`src/rtl/seq_bin_to_bcd.sv`:
```
// Sequential binary-to-BCD converter (double dabble), one magnitude bit per cycle.
// A conversion takes W cycles; the result and sign are held until the next done.
module seq_bin_to_bcd #(
    parameter int W      = 16,
    parameter int SIGNED = 1,
    parameter int DIGITS = 5
) (
    input  logic                  clk,
    input  logic                  rst,
    input  logic                  start,
    input  logic [W-1:0]          in,
    output logic                  busy,
    output logic                  done,
    output logic [4*DIGITS-1:0]   bcd,
    output logic                  sign
);

    localparam int CW = $clog2(W + 1);

    typedef enum logic {
        StIdle,
        StShift
    } state_t;

    state_t              state;
    logic [W-1:0]        mag;
    logic [4*DIGITS-1:0] work;
    logic [CW-1:0]       cnt;
    logic                neg;

    logic                in_neg;
    logic [W-1:0]        in_mag;
    logic [4*DIGITS-1:0] adj;
    logic [4*DIGITS-1:0] work_nxt;

    // Operand magnitude; negating -2^(W-1) wraps to 2^(W-1), which is the wanted value.
    always_comb begin
        in_neg = (SIGNED != 0) && in[W-1];
        in_mag = in_neg ? (~in + W'(1)) : in;
    end

    // One double-dabble step: per-digit add-3 (no inter-digit carry), then shift in the MSB.
    always_comb begin
        adj = work;
        for (int i = 0; i < DIGITS; i++) begin
            if (work[4*i +: 4] > 4'd4) begin
                adj[4*i +: 4] = work[4*i +: 4] + 4'd3;
            end
        end
        work_nxt = {adj[4*DIGITS-2:0], mag[W-1]};
    end

    // Control FSM with registered outputs; reset wins over start.
    always_ff @(posedge clk) begin
        if (rst) begin
            state <= StIdle;
            busy  <= 1'b0;
            done  <= 1'b0;
            bcd   <= '0;
            sign  <= 1'b0;
            mag   <= '0;
            work  <= '0;
            cnt   <= '0;
            neg   <= 1'b0;
        end else begin
            done <= 1'b0;
            case (state)
                StIdle: begin
                    if (start) begin
                        mag   <= in_mag;
                        neg   <= in_neg;
                        work  <= '0;
                        cnt   <= CW'(W);
                        busy  <= 1'b1;
                        state <= StShift;
                    end
                end
                StShift: begin
                    work <= work_nxt;
                    mag  <= {mag[W-2:0], 1'b0};
                    cnt  <= cnt - CW'(1);
                    // Last shift: publish the freshly shifted value directly.
                    if (cnt == CW'(1)) begin
                        bcd   <= work_nxt;
                        sign  <= neg;
                        done  <= 1'b1;
                        busy  <= 1'b0;
                        state <= StIdle;
                    end
                end
            endcase
        end
    end

endmodule
```
`config.mk`:
```
export PLATFORM = sky130hd
export DESIGN_NAME = seq_bin_to_bcd
export DESIGN_NICKNAME = d
export VERILOG_FILES = /design/src/rtl/seq_bin_to_bcd.sv
export SDC_FILE = /design/constraint.sdc
export NUM_CORES = 1
export LEC_CHECK = 0
export CAP_MARGIN = 20
export CORE_MARGIN = 10
export CORE_UTILIZATION = 56
export CTS_CLUSTER_SIZE = 12
export DETAILED_ROUTE_END_ITERATION = 8
export GPL_TIMING_DRIVEN = 0
export PLACE_DENSITY_LB_ADDON = 0.08
export REMOVE_ABC_BUFFERS = 1
export SYNTH_ARGS = -nofsm -noshare
export SYNTH_HDL_FRONTEND = slang
export SYNTH_SLANG_ARGS = --single-unit
```
`constraint.sdc`:
```
create_clock -name clk -period 2.1 [get_ports clk]
set_input_delay 0.315 -clock clk [delete_from_list [all_inputs] [get_ports clk]]
set_output_delay 0.315 -clock clk [all_outputs]
set_load 0.05 [all_outputs]
```
==> run_summary.xml <==
<?xml version="1.0" encoding="UTF-8"?>
<metrics>
  <group name="min_path">
    <metric name="timing.hold.worst.class" unit="">in2reg</metric>
  </group>
  <group name="logic_synthesis">
    <metric name="synth_top_cells_by_count" unit="">dfxtp_1 (66), nor2_1 (51), a21oi_1 (39)</metric>
    <metric name="synth.yosys.seq_area_share" unit="%">37.4</metric>
    <metric name="count_of_flip_flops_with_a_built_in_enable_after_synthesis" unit="">0</metric>
    <metric name="yosysWarnings" unit="">0</metric>
    <metric name="synth.lib_cells_used.distinct" unit="">56</metric>
    <metric name="dominantRegCellSynth" unit="">dfxtp_1</metric>
    <metric name="post-synth-top-count-cell" unit="">dfxtp_1</metric>
    <metric name="yosys-top-cells-area" unit="">dfxtp_1 (37%), a21oi_1 (5.5%), nor2_1 (5.4%)</metric>
    <metric name="synth_area_per_cell" unit="sq um">8.00</metric>
    <metric name="synth_top_cell_by_area" unit="">dfxtp_1</metric>
    <metric name="syn_inst" unit="">442</metric>
    <metric name="synth_cell_area" unit="sq um">3540</metric>
    <metric name="async_reset_ff_share" unit="%">0</metric>
    <metric name="synth.ff_latch_count" unit="">66</metric>
    <metric name="synth_top_area_share" unit="%">37.4</metric>
  </group>
  <group name="placed_design">
    <metric name="routabilityCongestion" unit="">0.813</metric>
    <metric name="dp.final_hpwl" unit="um">5300</metric>
    <metric name="pre_cts_ws" unit="ns">-0.626</metric>
    <metric name="portBuffers" unit="">41</metric>
  </group>
  <group name="final_layout">
    <metric name="drive_above_1_share" unit="%">7.63</metric>
    <metric name="final_util" unit="%">68.5</metric>
    <metric name="antenna-diode-count" unit="">0</metric>
    <metric name="fin_nets" unit="">501</metric>
    <metric name="areaGrowthSynthToFinish" unit="%">16.7</metric>
    <metric name="regArea" unit="sq um">1330</metric>
    <metric name="nFillCells" unit="">530</metric>
    <metric name="multi_input_area" unit="sq um">2030</metric>
  </group>
  <group name="route">
    <metric name="detailedRoute.firstIterationViolations" unit="">122</metric>
    <metric name="drc" unit="">0</metric>
    <metric name="detail_route.wirelength" unit="um">7960</metric>
    <metric name="vias_per_cell" unit="">5.83</metric>
    <metric name="detailedRoute.firstPassIterationCount" unit="">4</metric>
    <metric name="detailed_route_wire_length_per_cell" unit="um">14.6</metric>
    <metric name="antenna_left" unit="">0</metric>
    <metric name="via_count" unit="">3191</metric>
  </group>
  <group name="clocking">
    <metric name="post_cts_buffers" unit="">0</metric>
    <metric name="tritoncts" unit="">done</metric>
    <metric name="clk_pin_slew_worst_setup_hold_paths" unit="ns">0.07</metric>
    <metric name="cts_root_buffer" unit="">clkbuf_8</metric>
    <metric name="number_of_h_tree_branching_levels" unit="">3</metric>
    <metric name="numCtsBuffers" unit="">9</metric>
    <metric name="clock_sinks" unit="">66</metric>
    <metric name="clk-insertion-delay-late" unit="ns">0.33</metric>
    <metric name="number_of_buffers_on_the_longest_clock_path" unit="">2</metric>
    <metric name="hold_buffers" unit="">0</metric>
  </group>
  <group name="power_and_ir_drop">
    <metric name="power_per_cell_area" unit="nW/um^2">617</metric>
    <metric name="power.share.combinational" unit="%">13.1</metric>
    <metric name="leakage" unit="nW">1.51</metric>
    <metric name="sequential_power_share" unit="%">52.3</metric>
    <metric name="intPower" unit="mW">1.87</metric>
    <metric name="switchingPower" unit="uW">674</metric>
    <metric name="netSwitchingFraction" unit="%">26.5</metric>
    <metric name="clockPowerShare" unit="%">34.5</metric>
    <metric name="peakVddDrop" unit="V">0.000366</metric>
  </group>
  <group name="setup_path">
    <metric name="critPathTopFamily" unit="">simple AND/OR/NAND/NOR gates</metric>
    <metric name="crit_path_end_kind" unit="">register</metric>
    <metric name="worst-path-max-fanout" unit="">11</metric>
    <metric name="timing_worst_setup_path_type" unit="">in2reg</metric>
    <metric name="cp_num_buf_inv" unit="">1</metric>
    <metric name="critPathMaxStageDelay" unit="ns">0.55</metric>
    <metric name="timing.critical_path.slowest_stage_cell" unit="">or4_1</metric>
    <metric name="critPathArrivalTime" unit="ns">2.23</metric>
    <metric name="cp.required" unit="ns">2.30</metric>
    <metric name="cp-start-kind" unit="">input pin</metric>
    <metric name="crit_path_cell_trace" unit="">clkdlybuf4s50_1, or3_4, or4_1, a211oi_2, o221ai_1</metric>
  </group>
  <group name="die">
    <metric name="coreArea" unit="sq um">6030</metric>
    <metric name="dieWidth" unit="um">99.5</metric>
    <metric name="placementRows" unit="">28</metric>
    <metric name="die_height" unit="um">99.5</metric>
    <metric name="start_util" unit="%">58.7</metric>
    <metric name="dieArea" unit="sq um">9900</metric>
    <metric name="pin_count" unit="">42</metric>
  </group>
  <group name="grt">
    <metric name="number_of_antenna_violations_at_the_first_check_in_global_routing" unit="">0</metric>
    <metric name="pin_count_of_the_biggest_net_entering_global_routing" unit="">48</metric>
    <metric name="grt_util_all_layers" unit="%">15.4</metric>
    <metric name="vias_in_the_first_global_route" unit="">2955</metric>
    <metric name="grt_first_pass_wirelength" unit="um">13000</metric>
    <metric name="globalRouteOverflowTotal" unit="">0</metric>
  </group>
  <group name="timing">
    <metric name="fmax" unit="MHz">493</metric>
    <metric name="finalHoldViolations" unit="">0</metric>
    <metric name="timing_worst_slew_pin_value" unit="ns">0.852</metric>
    <metric name="setup_slack_of_the_critical_path_after_layout" unit="ns">0.0736</metric>
    <metric name="timing.max_slew.rel_slack" unit="%">43.2</metric>
    <metric name="shortest_period_the_worst_path_allows" unit="ns">2.03</metric>
    <metric name="finalMaxSlewViolations" unit="">0</metric>
    <metric name="final_setup_skew" unit="ns">0.00835</metric>
    <metric name="period_share" unit="%">96.5</metric>
    <metric name="rsz0062_at_grt" unit="">false</metric>
    <metric name="finalSetupViolCount" unit="">0</metric>
  </group>
  <group name="status">
    <metric name="run_status" unit="">finished, final reports clean</metric>
  </group>
  <group name="flow_run">
    <metric name="maxCapViolations" unit="">0</metric>
  </group>
</metrics>
-- layer usage --
| layer | part of all wire, % | global-route usage, % | vias to the layer above |
|---|---|---|---|
| met5 | 0 | 0 | - |
| met4 | 1.4 | 8.27 | 0 |
| met3 | 4.1 | 3.53 | 12 |
| met2 | 48 | 25.4 | 64 |
| met1 | 47 | 18.0 | 1484 |
| li1 | - | - | 1631 |
-- layout make-up --
class	count	area share, %
multi-input cells	330	49.3
clock buffers	10	3.33
clock inverters	4	0.485
inverters	19	1.73
well taps	75	2.27
repair buffers	43	10.8
flip-flops and latches	66	32.1
-- cells by family (layout without fill, tap and decap cells) --
family                     count (synthesis)  after routing  share of synthesized area [%]
muxes                                      8              8                           2.41
and+or+nand+nor                          186            187                           27.3
AOI/OAI and AO/OA                        116            116                           20.7
buffers and inverters                     47             76                           6.23
adders and majority gates                 13             13                           4.60
xor gates and xnor gates                   6              6                           1.49
DFF                                       66             66                           37.4
-- cells in the final DEF, fill, tap and decap left out, types with 3 or more instances in the layout --
| master | count |
|---|---|
| a22o_1 | 4 |
| o22ai_1 | 3 |
| nor3_1 | 27 |
| clkdlybuf4s50_1 | 37 |
| mux2i_1 | 4 |
| o41ai_1 | 4 |
| a21oi_1 | 39 |
| ha_1 | 13 |
| inv_1 | 19 |
| a211oi_1 | 3 |
| nand2_1 | 25 |
| clkinv_2 | 4 |
| or3_1 | 15 |
| o211a_1 | 4 |
| mux2_2 | 4 |
| o21ai_0 | 26 |
| nor2_1 | 51 |
| dfxtp_1 | 65 |
| nand2b_1 | 9 |
| nand3_1 | 12 |
| nor3b_1 | 15 |
| a31oi_1 | 13 |
| xor2_1 | 5 |
| or4_1 | 3 |
| clkbuf_8 | 10 |
| nor2b_1 | 14 |
-- power by group through the flow --
stage | registers, mW | clock network (mW) | logic, mW
2_1_floorplan | 1.39 | 0 | 0.149
3_3_place_gp | 1.37 | 0 | 0.295
3_5_place_dp | 1.36 | 0 | 0.323
4_1_cts | 1.33 | 0.901 | 0.325
5_1_grt | 1.34 | 0.956 | 0.370
6_report | 1.33 | 0.879 | 0.335
-- final timing paths --
check / from / end / slack [ns] / cells after the start
worst min register to register: mag[2] / mag[3] / 0.46 / 2
worst max-delay path: in[2] / mag[13] / 0.07 / 5
worst min-delay path: rst / cnt[0] / 0.44 / 2
worst max register to register: state / bcd[7] / 0.18 / 5
-- stage by stage --
step | cells | hold WS (ns) | power, mW | TNS (ns) | area, sq um
floorplan | 414 | 0.377 | 1.54 | -15.97 | 3390
global route | 547 | 0.459 | 2.66 | 0 | 4130
detailed placement | 532 | 0.444 | 1.68 | -13.36 | 3920
finish | 547 | 0.442 | 2.55 | 0 | 4130
CTS | 546 | 0.429 | 2.56 | 0 | 4090
global placement | 530 | 0.441 | 1.67 | -72.62 | 3890
-- flip-flops by register name, summed over array words and instances, names as in the netlist --
| register | cells |
|---|---|
| bcd | 20 |
| busy | 1 |
| cnt | 5 |
| done | 1 |
| mag | 16 |
| neg | 1 |
| sign | 1 |
| state | 1 |
| work | 20 |
-- what timing repair did --
action / CTS / global route
gates cloned: 0 / 1
gates resized for setup: 4 / 7
pin swaps: 0 / 1
setup endpoints to repair: 24 / 23
Note: power is estimated with default switching activity, not from simulation.
